[config.mk]
export PLATFORM = sky130hd
export DESIGN_NAME = fifo_wr_arbiter_flat
export DESIGN_NICKNAME = d
export VERILOG_FILES = /design/src/rtl/fifo_wr_arbiter_pkg.sv /design/src/rtl/fifo_wr_arbiter_if.sv /design/src/rtl/fifo_wr_arbiter_picker.sv /design/src/rtl/fifo_wr_arbiter.sv /design/src/flat_wrapper.sv
export SDC_FILE = /design/constraint.sdc
export NUM_CORES = 1
export LEC_CHECK = 0
export CAP_MARGIN = 20
export CORE_AREA = 3 3 57 59
export CTS_CLUSTER_DIAMETER = 30
export CTS_CLUSTER_SIZE = 20
export DETAILED_ROUTE_END_ITERATION = 10
export DIE_AREA = 0 0 60 62
export GPL_ROUTABILITY_DRIVEN = 1
export PLACE_DENSITY = 0.83
export SKIP_LAST_GASP = 1
export SLEW_MARGIN = 20
export SYNTH_ARGS = -nofsm -noshare
export SYNTH_HDL_FRONTEND = slang
export SYNTH_SLANG_ARGS = --single-unit
[constraint.sdc]
create_clock -name clk -period 6.4 [get_ports clk]
set_input_delay 1.28 -clock clk [delete_from_list [all_inputs] [get_ports clk]]
set_output_delay 1.28 -clock clk [all_outputs]
set_load 0.02 [all_outputs]
[src/rtl/fifo_wr_arbiter_pkg.sv]
// Shared definitions for the FIFO write-port arbiter.
//   ARB_DATA_WIDTH / ARB_NUM_REQ : default word width and requester count
//   ARB_CNT_W                    : width of the optional per-requester grant counters
//   arb_state_e                  : output-register state (StEmpty / StHold)
//   rr_next()                    : round-robin successor with explicit wrap
package fifo_wr_arbiter_pkg;

  localparam int unsigned ARB_DATA_WIDTH = 8;
  localparam int unsigned ARB_NUM_REQ    = 4;
  localparam int unsigned ARB_CNT_W      = 16;

  typedef enum logic {
    StEmpty = 1'b0,
    StHold  = 1'b1
  } arb_state_e;

  // Explicit compare instead of truncation so non-power-of-2 counts wrap correctly.
  function automatic int unsigned rr_next(int unsigned idx, int unsigned n);
    return (idx + 1 >= n) ? 0 : idx + 1;
  endfunction

endpackage

[src/rtl/fifo_wr_arbiter_if.sv]
// Requester and FIFO write-port bundle for fifo_wr_arbiter.
//   req, req_data  : per-requester request and packed data (requester i at [i*DATA_WIDTH +: DATA_WIDTH])
//   gnt            : one-hot grant, word consumed this cycle
//   fifo_wr_en     : output register holds a valid word
//   fifo_wr_data   : held word
//   fifo_wr_ready  : FIFO not full
//   last_id        : requester index of the held word
// master = arbiter side, slave = requesters/FIFO side.
interface fifo_wr_arbiter_if
  import fifo_wr_arbiter_pkg::*;
#(
  parameter int unsigned DATA_WIDTH = ARB_DATA_WIDTH,
  parameter int unsigned NUM_REQ    = ARB_NUM_REQ
);
  localparam int unsigned IDX_W = $clog2(NUM_REQ);

  logic [NUM_REQ-1:0]            req;
  logic [NUM_REQ*DATA_WIDTH-1:0] req_data;
  logic [NUM_REQ-1:0]            gnt;
  logic                          fifo_wr_en;
  logic [DATA_WIDTH-1:0]         fifo_wr_data;
  logic                          fifo_wr_ready;
  logic [IDX_W-1:0]              last_id;

  modport master (
    input  req, req_data, fifo_wr_ready,
    output gnt, fifo_wr_en, fifo_wr_data, last_id
  );

  modport slave (
    output req, req_data, fifo_wr_ready,
    input  gnt, fifo_wr_en, fifo_wr_data, last_id
  );

endinterface

[src/rtl/fifo_wr_arbiter_picker.sv]
// rr_priority_picker: combinational round-robin priority encoder.
//   req_i     : request vector
//   ptr_i     : highest-priority index this cycle
//   en_i      : grant allowed
//   gnt_o     : one-hot grant, first requester at or above ptr_i (wrapping)
//   gnt_idx_o : index of the granted requester (0 when none)
module rr_priority_picker #(
  parameter int unsigned NUM_REQ = 4,
  localparam int unsigned IDX_W  = $clog2(NUM_REQ)
) (
  input  logic [NUM_REQ-1:0] req_i,
  input  logic [IDX_W-1:0]   ptr_i,
  input  logic               en_i,
  output logic [NUM_REQ-1:0] gnt_o,
  output logic [IDX_W-1:0]   gnt_idx_o
);

  int unsigned      idx;
  logic [IDX_W-1:0] idx_w;
  logic             found;

  always_comb begin
    gnt_o     = '0;
    gnt_idx_o = '0;
    found     = 1'b0;
    idx       = 0;
    idx_w     = '0;
    for (int unsigned off = 0; off < NUM_REQ; off++) begin
      idx = 32'(ptr_i) + off;
      if (idx >= NUM_REQ) begin
        idx = idx - NUM_REQ;
      end
      idx_w = IDX_W'(idx);
      if (en_i && !found && req_i[idx_w]) begin
        found        = 1'b1;
        gnt_o[idx_w] = 1'b1;
        gnt_idx_o    = idx_w;
      end
    end
  end

endmodule

[src/rtl/fifo_wr_arbiter.sv]
// fifo_wr_arbiter: round-robin arbiter sharing one fifo_shift write port among NUM_REQ
// requesters. A granted word is registered and held on fifo_wr_en/fifo_wr_data until the
// FIFO takes it; a new grant may load the register on the same edge the old word drains.
//   clk, reset : clock (rising edge), synchronous active-high reset
//   bus        : fifo_wr_arbiter_if.master (requests, grants, FIFO write port, last_id)
//   grant_cnt  : per-requester 16-bit saturating grant counters, present only when
//                FIFO_ARB_CNT_EN is defined
module fifo_wr_arbiter
  import fifo_wr_arbiter_pkg::*;
#(
  parameter int unsigned DATA_WIDTH = ARB_DATA_WIDTH,
  parameter int unsigned NUM_REQ    = ARB_NUM_REQ
) (
  input  logic                         clk,
  input  logic                         reset,
`ifdef FIFO_ARB_CNT_EN
  output logic [NUM_REQ*ARB_CNT_W-1:0] grant_cnt,
`endif
  fifo_wr_arbiter_if.master            bus
);

  localparam int unsigned IDX_W = $clog2(NUM_REQ);

  arb_state_e            state_q, state_d;
  logic [DATA_WIDTH-1:0] data_q, data_d;
  logic [IDX_W-1:0]      last_id_q, last_id_d;
  logic [IDX_W-1:0]      rr_ptr_q, rr_ptr_d;

  logic                  accept;
  logic                  pick_en;
  logic [NUM_REQ-1:0]    gnt;
  logic [IDX_W-1:0]      gnt_idx;

  // Register is free, or its word leaves on this edge.
  assign accept  = (state_q == StEmpty) || bus.fifo_wr_ready;
  assign pick_en = accept && !reset;

  rr_priority_picker #(
    .NUM_REQ (NUM_REQ)
  ) u_picker (
    .req_i     (bus.req),
    .ptr_i     (rr_ptr_q),
    .en_i      (pick_en),
    .gnt_o     (gnt),
    .gnt_idx_o (gnt_idx)
  );

  always_comb begin
    state_d   = state_q;
    data_d    = data_q;
    last_id_d = last_id_q;
    rr_ptr_d  = rr_ptr_q;
    if (|gnt) begin
      data_d    = bus.req_data[32'(gnt_idx)*DATA_WIDTH +: DATA_WIDTH];
      last_id_d = gnt_idx;
      state_d   = StHold;
      rr_ptr_d  = IDX_W'(rr_next(32'(gnt_idx), NUM_REQ));
    end else if (state_q == StHold && bus.fifo_wr_ready) begin
      state_d = StEmpty;
    end
  end

  always_ff @(posedge clk) begin
    if (reset) begin
      state_q   <= StEmpty;
      data_q    <= '0;
      last_id_q <= '0;
      rr_ptr_q  <= '0;
    end else begin
      state_q   <= state_d;
      data_q    <= data_d;
      last_id_q <= last_id_d;
      rr_ptr_q  <= rr_ptr_d;
    end
  end

  assign bus.gnt          = gnt;
  assign bus.fifo_wr_en   = (state_q == StHold);
  assign bus.fifo_wr_data = data_q;
  assign bus.last_id      = last_id_q;

`ifdef FIFO_ARB_CNT_EN
  logic [NUM_REQ-1:0][ARB_CNT_W-1:0] cnt_q, cnt_d;

  always_comb begin
    cnt_d = cnt_q;
    for (int unsigned i = 0; i < NUM_REQ; i++) begin
      if (gnt[i] && (cnt_q[i] != '1)) begin
        cnt_d[i] = cnt_q[i] + ARB_CNT_W'(1);
      end
    end
  end

  always_ff @(posedge clk) begin
    if (reset) begin
      cnt_q <= '0;
    end else begin
      cnt_q <= cnt_d;
    end
  end

  assign grant_cnt = cnt_q;
`endif

endmodule

[src/flat_wrapper.sv]
// flat-port wrapper written by rule: the top's interface ports become plain ports
module fifo_wr_arbiter_flat import fifo_wr_arbiter_pkg::*;
#(
  parameter int unsigned DATA_WIDTH = ARB_DATA_WIDTH,
  parameter int unsigned NUM_REQ    = ARB_NUM_REQ
)
  (clk, reset, bus_req, bus_req_data, bus_fifo_wr_ready, bus_gnt, bus_fifo_wr_en, bus_fifo_wr_data, bus_last_id);
  fifo_wr_arbiter_if #(.DATA_WIDTH(DATA_WIDTH), .NUM_REQ(NUM_REQ)) bus_i ();
  input  logic clk;
  input  logic reset;
  input wire logic [$bits(bus_i.req)-1:0] bus_req;
  input wire logic [$bits(bus_i.req_data)-1:0] bus_req_data;
  input wire logic [$bits(bus_i.fifo_wr_ready)-1:0] bus_fifo_wr_ready;
  output wire logic [$bits(bus_i.gnt)-1:0] bus_gnt;
  output wire logic [$bits(bus_i.fifo_wr_en)-1:0] bus_fifo_wr_en;
  output wire logic [$bits(bus_i.fifo_wr_data)-1:0] bus_fifo_wr_data;
  output wire logic [$bits(bus_i.last_id)-1:0] bus_last_id;
  assign bus_i.req = bus_req;
  assign bus_i.req_data = bus_req_data;
  assign bus_i.fifo_wr_ready = bus_fifo_wr_ready;
  assign bus_gnt = bus_i.gnt;
  assign bus_fifo_wr_en = bus_i.fifo_wr_en;
  assign bus_fifo_wr_data = bus_i.fifo_wr_data;
  assign bus_last_id = bus_i.last_id;
  fifo_wr_arbiter #(.DATA_WIDTH(DATA_WIDTH), .NUM_REQ(NUM_REQ)) u_core (.clk(clk), .reset(reset), .bus(bus_i));
endmodule
==> After elaboration in Yosys (flattened, before gate mapping) <==
Index checks and enable logic that the tools add are counted.
{ "classes": {"add_sub_neg": 8, "order_cmp": 13, "shifts": 1, "mux": 34, "n_bitwise": 4, "reduce_logical": 20} }
{ "op_table": {"columns": ["operator", "count"], "rows": [
  ["$shiftx 32x6->8", 1],
  ["$mux 2", 9],
  ["$mux 4", 4],
  ["$logic_and 1x1->1", 13],
  ["$mux 1", 13],
  ["$ge 3x3->1 const B", 4],
  ["$lt 2x3->1 const B", 4],
  ["$or 4x4->4", 3],
  ["$bmux 1 s2", 4],
  ["$demux 1 s2", 4],
  ["$ge 2x1->1 const B", 4],
  ["$sub 2x1->2 const B", 4],
  ["$add 2x1->3 const B", 2],
  ["$add 2x2->3 const B", 2],
  ["$logic_not 1->1", 4],
  ["$reduce_or 4->1", 1],
  ["$ge 2x3->1 const B", 1],
  ["$reduce_bool 2->1", 1],
  ["$logic_or 1x1->1", 1],
  ["$not 1->1", 1]
]} }
{ "word_totals": {"register_bits": 13, "input_bits": 39, "output_inout_bits": 15, "word_cells": 84} }

==> Longest topological paths before layout <==
Gate-level depths: netlist of the first run.
{ "logic_depth": {"word_depth": 21, "depth_mapped": 14} }

==> Hierarchy <==
A second synthesis of the first run with hierarchy kept.
{ "unflattened": {"cells_unflattened": 131, "hier_area_um2": 1222.4} }
{ "modules_own_cells": {"columns": ["module", "instances", "cells_each", "area_each_um2", "seq_area_each_um2"], "rows": [
  ["fifo_wr_arbiter", 1, 68, 690.7, 260.2],
  ["rr_priority_picker", 1, 63, 531.8, 0.0]
]} }

==> Least setup slack after synthesis of the first run <==
Ideal clock, no wire load.
{ "synth_timing": {"kind": "input-to-output", "startpoint": "in bus_req[3]", "endpoint": "out bus_gnt[0]", "t_arrival_ns": 2.921, "path_slack_ns": 2.199, "cell_stages": 5, "cell_sequence": "clkbuf_2 > mux4_2 > or3_4 > nor3_4 > a221o_1"} }
{ "synth_between": {"elab_chain_len": 16, "elab_cells_between_ends": 28} }
{ "synth_rtl": {"columns": ["element", "line_no", "source"], "rows": [
  ["from (decl)", "flat_wrapper.sv:11", "input wire logic [$bits(bus_i.req)-1:0] bus_req;"],
  ["$bmux 1 s2", "fifo_wr_arbiter_picker.sv:34", "if (en_i && !found && req_i[idx_w]) begin"],
  ["$mux 1 (implied by the code)", "fifo_wr_arbiter_picker.sv:34", null],
  ["$logic_and 1x1->1", "fifo_wr_arbiter_picker.sv:34", null],
  ["$mux 1", "fifo_wr_arbiter_picker.sv:34", null],
  ["$logic_not 1->1", "fifo_wr_arbiter_picker.sv:34", null],
  ["$logic_and 1x1->1 (2 in a row)", "fifo_wr_arbiter_picker.sv:34", null],
  ["$mux 1", "fifo_wr_arbiter_picker.sv:34", null],
  ["$logic_not 1->1", "fifo_wr_arbiter_picker.sv:34", null],
  ["$logic_and 1x1->1 (2 in a row)", "fifo_wr_arbiter_picker.sv:34", null],
  ["$mux 1", "fifo_wr_arbiter_picker.sv:34", null],
  ["$logic_not 1->1", "fifo_wr_arbiter_picker.sv:34", null],
  ["$logic_and 1x1->1 (2 in a row)", "fifo_wr_arbiter_picker.sv:34", null],
  ["$mux 4 *", "fifo_wr_arbiter_picker.sv:34", null],
  ["to (decl)", "flat_wrapper.sv:14", "output wire logic [$bits(bus_i.gnt)-1:0] bus_gnt;"]
]} }
Mark *: on every way between the ends. The rest lies on a longest branch, timed or not. The select of a mux whose other input is x is not followed.

==> Worst setup path after layout of the first run <==
{ "layout_timing": {"startpoint": "reg u_core.rr_ptr_q[0]", "endpoint": "out bus_gnt[3]"} }
{ "layout_between": {"elab_chain_len": 18, "elab_cells_between_ends": 63} }
{ "layout_rtl": {"columns": ["element", "line_no", "source"], "rows": [
  ["from (decl)", "fifo_wr_arbiter.sv:27", "logic [IDX_W-1:0] rr_ptr_q, rr_ptr_d;"],
  ["from (signal assigned)", "fifo_wr_arbiter.sv:73", "rr_ptr_q <= rr_ptr_d;"],
  ["branches (longest 17 deep; another with $add 2x1->3)", null, null],
  ["$mux 4 *", "fifo_wr_arbiter_picker.sv:34", null]
]} }
Mark *: on every way between the ends. The select of a mux whose other input is x is not followed.

==> results of run 1 <==
==> worst max-delay path by stage <==
stage,slack (ns),cells after the start,to
after floorplan,2.20,5,bus_gnt[0]
after global placement,1.25,6,bus_gnt[0]
after detailed placement,1.14,6,bus_gnt[0]
after CTS,1.09,7,bus_gnt[0]
after global routing,0.82,7,bus_gnt[0]
final,1.10,7,bus_gnt[3]
==> cell usage in the layout (no fill, tap or decap), types with 2 or more instances in the layout <==
| cell | netlist | final |
|---|---|---|
| sky130_fd_sc_hd__clkbuf_4 | 0 | 3 |
| sky130_fd_sc_hd__and3b_1 | 2 | 2 |
| sky130_fd_sc_hd__ha_1 | 8 | 8 |
| sky130_fd_sc_hd__a21oi_1 | 6 | 5 |
| sky130_fd_sc_hd__mux4_1 | 5 | 5 |
| sky130_fd_sc_hd__a221o_1 | 4 | 4 |
| sky130_fd_sc_hd__nand2_1 | 6 | 6 |
| sky130_fd_sc_hd__mux2i_1 | 11 | 11 |
| sky130_fd_sc_hd__inv_1 | 3 | 3 |
| sky130_fd_sc_hd__o21ai_0 | 3 | 3 |
| sky130_fd_sc_hd__nor2_1 | 16 | 16 |
| sky130_fd_sc_hd__clkdlybuf4s50_1 | 0 | 53 |
| sky130_fd_sc_hd__dfxtp_1 | 13 | 13 |
| sky130_fd_sc_hd__nor2b_1 | 2 | 2 |
| sky130_fd_sc_hd__nand3b_1 | 4 | 4 |
| sky130_fd_sc_hd__mux4_2 | 7 | 7 |
| sky130_fd_sc_hd__a211oi_1 | 2 | 2 |
==> tightest hold or removal path: stages, from the launching register on <==
cell and delay [ns]:
sky130_fd_sc_hd__dfxtp_1 0.33, sky130_fd_sc_hd__mux2i_1 0.07, sky130_fd_sc_hd__nor2_1 0.07
==> sequential cells by signal, indices dropped and copies added (netlist names) <==
| name | cells |
|---|---|
| u_core.bus.fifo_wr_data | 8 |
| u_core.bus.last_id | 2 |
| u_core.rr_ptr_q | 2 |
| u_core.bus.fifo_wr_en | 1 |
==> power by group through the flow <==
stage / Sequential [mW] / Clock, mW / Combinational [mW]
3_5_place_dp: 0.152 / 0 / 0.494
3_3_place_gp: 0.150 / 0 / 0.484
2_1_floorplan: 0.178 / 0 / 0.368
6_report: 0.151 / 0.0519 / 0.492
4_1_cts: 0.152 / 0.0536 / 0.495
5_1_grt: 0.160 / 0.0565 / 0.535
==> final cells by class <==
| cell class | instances | area (um2) | share of cell area |
|---|---|---|---|
| Clock buffer | 3 | 22.52 | 0.01266 |
| Multi-Input combinational cell | 90 | 910.9 | 0.5120 |
| Timing Repair Buffer | 53 | 530.5 | 0.2982 |
| Sequential cell | 13 | 260.3 | 0.1463 |
| Inverter | 3 | 11.26 | 0.006329 |
| Clock inverter | 1 | 5.005 | 0.002813 |
| Tap cell | 31 | 38.79 | 0.02180 |
==> routing by layer <==
layer,vias to the layer above,GRT usage,share of wire
li1,538,-,-
met1,539,0.2123,0.39
met2,55,0.2978,0.51
met3,4,0.05579,0.088
met4,0,0.01899,0.011
met5,-,0,0
==> cells by family (layout without fill, tap and decap cells) <==
kind of cell               Yosys count  in the layout  share of synthesized area
adders and majority gates            8              8                    0.07898
buffers and inverters               13             60                    0.07896
and+or+nand+nor                     36             36                     0.1589
xor gates and xnor gates             1              1                   0.006911
DFF                                 13             13                     0.2053
muxes                               24             24                     0.3238
AOI/OAI and AO/OA                   21             21                     0.1471
==> metrics by stage <==
stage / cells / hold WS (ns) / utilization / instance area [um2] / power, mW
finish: 194 / 0.5025 / 0.6452 / 1779 / 0.6954
global route: 194 / 0.5512 / 0.6452 / 1779 / 0.7511
CTS: 194 / 0.5049 / 0.6438 / 1775 / 0.6998
detailed placement: 190 / 0.4842 / 0.6338 / 1748 / 0.6463
global placement: 190 / 0.4732 / 0.6338 / 1748 / 0.6343
floorplan: 116 / 0.5788 / - / 1267 / 0.5458
==> flow_summary.rst, run 1 <==
.. list-table::
   :header-rows: 1

   * - Metric
     - Value
   * - Status
     - complete, no violations
   * - Count of buffers from port buffering
     - 53
   * - CTS Hold Bufs
     - 0
   * - Maximum operating frequency
     - 0.1888 GHz
   * - Clock network power share
     - 0.075
   * - Instance count of the mapped netlist
     - 116
   * - TritonCTS clock tree
     - yes
   * - Number of nets in the synthesized netlist
     - 163
   * - Synthesized area
     - 0.001267 mm2
   * - Count of synthesis-stage warnings from yosys
     - 0
   * - Clock root cell
     - sky130_fd_sc_hd__clkbuf_4
   * - Inserted Clock Buffers
     - 3
   * - Number of gates resized after CTS
     - 0
   * - Longest Clk Path Bufs
     - 2
   * - Sw frac
     - 0.4397
   * - Endpoint of the worst register-to-register path
     - u_core.bus.fifo_wr_data[1]
   * - Ratio of total power to cell area
     - 390.8 mW/mm2
   * - Number of antenna cells inserted
     - 0
   * - Total Routed Length
     - 2991 um
   * - FF+latch count, synth
     - 13
   * - Cells traversed along the worst timing path
     - inv_1, ha_1, mux4_2, or3_4, nor3_4, a221o_1, clkdlybuf4s50_1
   * - Maximum number of pins on one net before global-route repair
     - 19
   * - Kind of end point of the critical path
     - primary output
   * - Final hold vios
     - 0
   * - Overall die width
     - 60 um
   * - Overall die area
     - 0.003720 mm2
   * - GRT Residual Overflow
     - 0
   * - Number of synthesized flops with an enable pin
     - 0
   * - Startpoint type of the worst setup path
     - flop
   * - GPL Wtd Cong
     - 0.8853
   * - Fin crit share
     - 0.8275
   * - Leading post-synthesis cells by instance count
     - 16 x sky130_fd_sc_hd__nor2_1, 13 x sky130_fd_sc_hd__dfxtp_1, 11 x sky130_fd_sc_hd__mux2i_1
   * - Cell internal pwr
     - 389.6 uW
   * - Postcts setup bufs
     - 0
   * - RSZ-0062 raised after global routing
     - false
   * - Startpoint of the worst hold path
     - u_core.bus.fifo_wr_data[7]
   * - Post-route DRC violation count
     - 0
   * - Vias in the first global route
     - 1,097
   * - Worst setup path category
     - reg2out
   * - Ratio of cells with drive above 1 in the final layout
     - 0.1227
   * - Hold EP
     - u_core.bus.fifo_wr_data[7]
   * - Via density per instance
     - 5.856
   * - Register-to-Register Path Depth
     - 9
   * - Leading cell type by number of instances after synthesis
     - sky130_fd_sc_hd__nor2_1
   * - Vias post-DR
     - 1,136
   * - Critical path's top delay family
     - buffers and inverters
   * - Vertical extent of the die
     - 62 um
   * - Worst Skew
     - 0.002923 ns
   * - Worst slack at placement
     - 1.137 ns
   * - Number of rows created at floorplan
     - 19
   * - Part of the total power dissipated in sequential elements
     - 0.218
   * - CP Max Fanout
     - 18
   * - Pins Over Slew Limit
     - 0
   * - Primary flip-flop cell chosen by synthesis mapping
     - sky130_fd_sc_hd__dfxtp_1
   * - Transition time at the pin with the least slew margin
     - 0.6694 ns
   * - Worst reg-to-reg setup slack
     - 2.21 ns
   * - Origin of the critical flop-to-flop path
     - u_core.rr_ptr_q[0]
   * - Setup TNS
     - 0 ns
   * - Clock latency on the worst-skew pair
     - 0.28 ns
   * - CP max stage cell
     - sky130_fd_sc_hd__dfxtp_1
   * - Leakage power figure
     - 0.6602 nW
   * - Worst Slack Setup Final
     - 1.104 ns
   * - First-pass GRT wire length
     - 4809 um
   * - Detailed Routing Iterations Pass 1
     - 4
   * - Sequential share of the synthesized area
     - 0.2053
   * - Hold crit path type
     - reg2reg
   * - Sinks on the clock net
     - 13
   * - Data required time of the worst path
     - 5.12 ns
   * - Area of the placeable core
     - 0.002758 mm2
   * - Average cell area after synthesis
     - 10.93 um2
   * - CP bufs+invs
     - 2
   * - Final Critical Period
     - 5.296 ns
   * - Net switching power
     - 305.8 uW
   * - Slowest Stage Delay on Critical Path
     - 0.75 ns
   * - Total number of H-tree levels
     - 1
   * - Detail Placement HPWL
     - 2358 um
   * - Aggregate global-route resource usage
     - 0.1704
   * - Unique cell type count in the Yosys netlist
     - 34
   * - Async set-reset flop share out of synthesis
     - 0
   * - Maximum capacitance violations
     - 0
   * - Antenna violations before repair
     - 0
   * - Net count, final
     - 211
   * - Max IR drop VDD
     - 324.3 uV
   * - Synthesis-to-finish area growth
     - 40.38%
   * - Worst relative slew slack
     - 0.5537
   * - Share of Yosys cell area claimed by the top area cell type
     - 0.2053
   * - 1st-iter DRT viols
     - 37
   * - Number of setup violations in the final report
     - 0
   * - CTS clk-pin slew, worst paths
     - 0.08 ns
   * - Io pins
     - 54
   * - Effective utilization at floorplan
     - 0.4596
   * - Fillers
     - 215
   * - Top cells by area, synth
     - sky130_fd_sc_hd__dfxtp_1 21%, sky130_fd_sc_hd__mux4_2 12%, sky130_fd_sc_hd__mux4_1 10%
   * - Worst hold stages
     - 2
   * - Data arrival, critical path
     - 4.02 ns
   * - Worst setup startpoint
     - u_core.rr_ptr_q[0]
   * - Comb power frac
     - 0.708
   * - Cell taking the most area after synthesis
     - sky130_fd_sc_hd__dfxtp_1
   * - Residual antenna-violating net count after detailed routing
     - 0
   * - Routed WL per cell
     - 15.42 um
Power figures use the tool's default switching activity.
==> inputs of run 2 (changes only) <==
Settings changed: CORE_AREA 3 3 57 59 to 3 3 62 64, DIE_AREA 0 0 60 62 to 0 0 65 67, PLACE_DENSITY 0.83 to 0.74.
Clock period 6.4 ns to 4.4 ns, I/O delays scaled along.
==> flow_summary.rst, run 2 (same netlist as run 1, synthesis figures left out) <==
.. list-table::
   :header-rows: 1

   * - Metric
     - Value
   * - Status
     - complete, no violations
   * - Worst setup path category
     - in2out
   * - Effective utilization at floorplan
     - 0.3798
   * - Clock latency on the worst-skew pair
     - 0.28 ns
   * - RSZ-0062 raised after global routing
     - false
   * - Number of gates resized after CTS
     - 0
   * - TritonCTS clock tree
     - yes
   * - Highest-count cells in the layout ignoring fill and taps
     - 51 x sky130_fd_sc_hd__clkdlybuf4s50_1, 16 x sky130_fd_sc_hd__nor2_1, 13 x sky130_fd_sc_hd__dfxtp_1
   * - Max IR drop VDD
     - 247.3 uV
   * - Ratio of cells with drive above 1 in the final layout
     - 0.1570
   * - Overall die area
     - 0.004355 mm2
   * - Worst relative slew slack
     - 0.6756
   * - GPL Wtd Cong
     - 0.8677
   * - Number of setup violations in the final report
     - 0
   * - Count of buffers from port buffering
     - 53
   * - Data required time of the worst path
     - 3.52 ns
   * - Via density per instance
     - 5.193
   * - Leakage power figure
     - 0.7367 nW
   * - Startpoint type of the worst setup path
     - primary input
   * - Detail Placement HPWL
     - 2508 um
   * - First-pass GRT wire length
     - 5485 um
   * - Number of rows created at floorplan
     - 21
   * - Footprint of the multi-input gates
     - 914.6 um2
   * - Fin crit share
     - 0.9782
   * - 1st-iter DRT viols
     - 63
   * - Antenna violations before repair
     - 0
   * - Transition time at the pin with the least slew margin
     - 0.4833 ns
   * - GRT Residual Overflow
     - 0
   * - Final Critical Period
     - 4.304 ns
   * - CTS Hold Bufs
     - 0
   * - Clock root cell
     - sky130_fd_sc_hd__clkbuf_4
   * - Total number of H-tree levels
     - 1
   * - Pins Over Slew Limit
     - 0
   * - Vias post-DR
     - 1,132
   * - Setup TNS
     - 0 ns
   * - Routed WL per cell
     - 14.38 um
   * - Detailed Routing Iterations Pass 1
     - 4
   * - Longest Clk Path Bufs
     - 2
   * - Kind of end point of the critical path
     - primary output
   * - Maximum capacitance violations
     - 0
   * - Ratio of total power to cell area
     - 557.5 mW/mm2
   * - Maximum number of pins on one net before global-route repair
     - 18
   * - Final hold vios
     - 0
   * - Vias in the first global route
     - 1,214
   * - Total Routed Length
     - 3135 um
   * - Net count, final
     - 220
   * - Residual antenna-violating net count after detailed routing
     - 0
   * - Area of the placeable core
     - 0.003337 mm2
   * - Maximum operating frequency
     - 0.2323 GHz
   * - Aggregate global-route resource usage
     - 0.1612
   * - Number of antenna cells inserted
     - 0
   * - Vertical extent of the die
     - 67 um
   * - Worst Skew
     - 0.0008084 ns
   * - Io pins
     - 54
   * - CTS clk-pin slew, worst paths
     - 0.08 ns
   * - Sequential cell area in the final layout
     - 260.3 um2
   * - Post-route DRC violation count
     - 0
   * - Postcts setup bufs
     - 0
   * - Data arrival, critical path
     - 3.42 ns
   * - Number of flip-flops under the largest register name
     - 8
   * - CP Max Fanout
     - 6
   * - Commonest non-fill, non-tap cell in the layout
     - sky130_fd_sc_hd__clkdlybuf4s50_1
   * - Fin util
     - 0.5613
   * - Fillers
     - 307
   * - Inserted Clock Buffers
     - 3
   * - Synthesis-to-finish area growth
     - 47.78%
   * - Hold crit path type
     - reg2reg
   * - Sinks on the clock net
     - 13
   * - Overall die width
     - 65 um
[run 2: cell count changes in the layout (fill, tap and decap cells not counted)]
| cell | delta |
|---|---|
| sky130_fd_sc_hd__buf_4 | +9 |
| sky130_fd_sc_hd__clkdlybuf4s50_1 | -2 |
| sky130_fd_sc_hd__dlymetal6s2s_1 | +2 |
| sky130_fd_sc_hd__a211oi_2 | -1 |
| sky130_fd_sc_hd__a211oi_4 | +1 |
| sky130_fd_sc_hd__a21oi_1 | +1 |
| sky130_fd_sc_hd__a21oi_2 | -1 |
| sky130_fd_sc_hd__clkbuf_1 | +1 |
| sky130_fd_sc_hd__clkinv_2 | -1 |
[run 2: worst max-delay path, stage by stage]
cell	delay, ns
sky130_fd_sc_hd__clkdlybuf4s50_1	0.49
sky130_fd_sc_hd__mux4_2	0.52
sky130_fd_sc_hd__or3_4	0.40
sky130_fd_sc_hd__nor3_4	0.30
sky130_fd_sc_hd__a221o_1	0.23
sky130_fd_sc_hd__clkdlybuf4s50_1	0.61
[run 2: final cells by class]
type / count / share of cell area
timing repair buffer: 62 / 0.3220
tap: 46 / 0.03073
multi-input combinational: 90 / 0.4883
inverter: 3 / 0.006012
clock buffer: 4 / 0.01403
sequential: 13 / 0.1389
[run 2: stage by stage]
stage	power, mW	hold WS [ns]	area, um2	worst slack, ns	std cells
2_1_floorplan	0.7939	0.5788	1267	0.8322	116
3_3_place_gp	0.9526	0.4722	1834	0.1845	214
3_5_place_dp	0.9721	0.4863	1834	0.09751	214
4_1_cts	1.051	0.5079	1861	0.09178	218
5_1_grt	1.126	0.5296	1873	0.002256	218
6_report	1.044	0.5011	1873	0.09612	218
[run 2: path summary, 6_finish.rpt]
check	start	endpoint	slack [ns]	depth (start not counted)
hold reg to reg	u_core.bus.fifo_wr_data[3]	u_core.bus.fifo_wr_data[3]	0.50	2
setup reg to reg	u_core.rr_ptr_q[0]	u_core.bus.fifo_wr_data[0]	0.86	9
setup / recovery	bus_req[0]	bus_gnt[0]	0.1	6
hold / removal	u_core.bus.fifo_wr_data[3]	u_core.bus.fifo_wr_data[3]	0.50	2
[run 2: power breakdown]
| group | switching (mW) | total [mW] | internal (mW) |
|---|---|---|---|
| sequential | 0.0267 | 0.196 | 0.170 |
| clock | 0.0384 | 0.0736 | 0.0352 |
| combinational | 0.391 | 0.774 | 0.383 |
[run 2: routing by layer]
layer	vias to the layer above	share of wire	global-route usage
li1	552	-	-
met1	522	0.43	0.1940
met2	54	0.45	0.2669
met3	4	0.10	0.05565
met4	0	0.0099	0.05541
met5	-	0	0
==> inputs of run 3 (changes only) <==
Settings changed: CELL_PAD_IN_SITES_DETAIL_PLACEMENT set to 1, CELL_PAD_IN_SITES_GLOBAL_PLACEMENT set to 2, CORE_AREA 3 3 62 64 to 3 3 79 81, DIE_AREA 0 0 65 67 to 0 0 82 84, PLACE_DENSITY 0.74 to unset, PLACE_DENSITY_LB_ADDON set to 0.1.
==> flow_summary.rst, run 3 (same netlist as run 1, synthesis figures left out) <==
.. list-table::
   :header-rows: 1

   * - Metric
     - Value
   * - Status
     - complete, no violations
   * - Detailed Routing Iterations Pass 1
     - 4
   * - Net count, final
     - 219
   * - Aggregate global-route resource usage
     - 0.1165
   * - Maximum number of pins on one net before global-route repair
     - 18
   * - Kind of end point of the critical path
     - primary output
   * - Routed WL per cell
     - 15.47 um
   * - Detail Placement HPWL
     - 3012 um
   * - Data required time of the worst path
     - 3.52 ns
   * - GRT Residual Overflow
     - 0
   * - Worst hold stages
     - 2
   * - Vias post-DR
     - 1,132
   * - Cell internal pwr
     - 616.5 uW
   * - Startpoint type of the worst setup path
     - primary input
   * - Hold EP
     - u_core.bus.last_id[1]
   * - Effective utilization at floorplan
     - 0.2288
   * - Worst setup path category
     - in2out
   * - 1st-iter DRT viols
     - 10
   * - Setup TNS
     - 0 ns
   * - Number of rows created at floorplan
     - 27
   * - Clock latency on the worst-skew pair
     - 0.25 ns
   * - Ratio of total power to cell area
     - 568.1 mW/mm2
   * - Transition time at the pin with the least slew margin
     - 0.4946 ns
   * - Final Critical Period
     - 4.271 ns
   * - Worst reg-to-reg setup slack
     - 0.86 ns
   * - Overall die width
     - 82 um
   * - Non-filler instance count after layout
     - 243
   * - Commonest non-fill, non-tap cell in the layout
     - sky130_fd_sc_hd__clkdlybuf4s50_1
   * - Endpoint of the worst register-to-register path
     - u_core.bus.fifo_wr_data[0]
   * - Sinks on the clock net
     - 13
   * - Clock network power share
     - 0.100
   * - RSZ-0062 raised after global routing
     - false
   * - Comb power frac
     - 0.720
   * - GPL Wtd Cong
     - 0.7013
   * - TritonCTS clock tree
     - yes
   * - Count of buffers from port buffering
     - 53
   * - Worst relative slew slack
     - 0.6691
   * - Area of the placeable core
     - 0.005540 mm2
   * - Inserted Clock Buffers
     - 3
   * - Maximum operating frequency
     - 0.2341 GHz
   * - Overall die area
     - 0.006888 mm2
   * - Total number of H-tree levels
     - 1
   * - Part of the total power dissipated in sequential elements
     - 0.180
   * - Antenna violations before repair
     - 0
   * - Instance count after placement with tap cells included
     - 239
   * - Highest-count cells in the layout ignoring fill and taps
     - 52 x sky130_fd_sc_hd__clkdlybuf4s50_1, 16 x sky130_fd_sc_hd__nor2_1, 13 x sky130_fd_sc_hd__dfxtp_1
   * - Data arrival, critical path
     - 3.39 ns
   * - CP Max Fanout
     - 8
   * - Origin of the critical flop-to-flop path
     - u_core.rr_ptr_q[0]
   * - First-pass GRT wire length
     - 6251 um
   * - Vertical extent of the die
     - 84 um
   * - Number of antenna cells inserted
     - 0
   * - Maximum capacitance violations
     - 0
   * - Longest Clk Path Bufs
     - 2
   * - Residual antenna-violating net count after detailed routing
     - 0
   * - Ratio of cells with drive above 1 in the final layout
     - 0.1579
   * - Hold crit path type
     - reg2reg
   * - Clock root cell
     - sky130_fd_sc_hd__clkbuf_8
   * - Sw frac
     - 0.4335
   * - Number of setup violations in the final report
     - 0
   * - Total Routed Length
     - 3758 um
   * - Net switching power
     - 471.7 uW
   * - Synthesis-to-finish area growth
     - 51.14%
   * - Via density per instance
     - 4.658
   * - Startpoint of the worst hold path
     - u_core.bus.last_id[1]
   * - Post-route DRC violation count
     - 0
   * - Worst Skew
     - 0.006471 ns
   * - Final hold vios
     - 0
   * - Vias in the first global route
     - 1,299
   * - Register-to-Register Path Depth
     - 9
   * - Io pins
     - 54
   * - Number of flip-flops under the largest register name
     - 8
   * - Pins Over Slew Limit
     - 0
   * - CTS clk-pin slew, worst paths
     - 0.06 ns
   * - Fin util
     - 0.3458
   * - Postcts setup bufs
     - 0
   * - Fin crit share
     - 0.9707
   * - Max IR drop VDD
     - 240.4 uV
   * - Leakage power figure
     - 0.7254 nW
   * - Design Power
     - 1.088 mW
==> run 3: final cells by class <==
type | instances | area (um2)
clock buffers | 3 | 41.29
clock inverters | 1 | 5.005
fillers | 632 | 3625
inverters | 3 | 11.26
multi-input cells | 90 | 914.6
flip-flops and latches | 13 | 260.3
well taps | 72 | 90.09
repair buffers | 61 | 593.1
==> run 3: through the flow <==
stage / hold slack [ns] / setup WS, ns / area [um2]
global placement: 0.4724 / 0.1472 / 1859
CTS: 0.5001 / 0.06718 / 1906
finish: 0.4902 / 0.1291 / 1916
global route: 0.5459 / 0.001317 / 1916
detailed placement: 0.4841 / 0.07412 / 1859
floorplan: 0.5788 / 0.8322 / 1267
==> run 3: how the worst max path moves through the flow <==
stage | end | start | slack [ns] | cells past startpoint
final | bus_gnt[0] | bus_req[1] | 0.13 | 6
after global routing | bus_gnt[0] | bus_req[1] | 0.001 | 6
after CTS | bus_gnt[3] | bus_req[1] | 0.07 | 6
after detailed placement | bus_gnt[3] | bus_req[1] | 0.07 | 6
after global placement | bus_gnt[3] | bus_req[1] | 0.15 | 6
after floorplan | bus_gnt[0] | u_core.rr_ptr_q[0] | 0.83 | 9
==> run 3: power by group through the flow <==
| stage | Sequential (mW) | Clock (mW) | Combinational (mW) |
|---|---|---|---|
| 2_1_floorplan | 0.258 | 0 | 0.536 |
| 3_5_place_dp | 0.198 | 0 | 0.799 |
| 5_1_grt | 0.204 | 0.121 | 0.858 |
| 6_report | 0.195 | 0.109 | 0.784 |
| 3_3_place_gp | 0.195 | 0 | 0.787 |
| 4_1_cts | 0.197 | 0.115 | 0.800 |
==> run 3: critical path, cell delays in order <==
cell                              delay, ns
sky130_fd_sc_hd__clkdlybuf4s50_1       0.52
sky130_fd_sc_hd__mux4_2                0.51
sky130_fd_sc_hd__or3_4                 0.40
sky130_fd_sc_hd__nor3_4                0.27
sky130_fd_sc_hd__a221o_1               0.21
sky130_fd_sc_hd__clkdlybuf4s50_1       0.60
==> run 3: timing repair <==
item                       in CTS  in global routing
setup endpoints to repair       0                  4
hold buffers                    0                  0
gates resized for setup         0                  2
==> run 3: routing by layer <==
metal	vias to the layer above	track usage	share of wire
met5	-	0	0
met4	0	0.01360	0.0021
met3	2	0.03564	0.055
met2	34	0.2101	0.54
met1	548	0.1361	0.41
li1	548	-	-
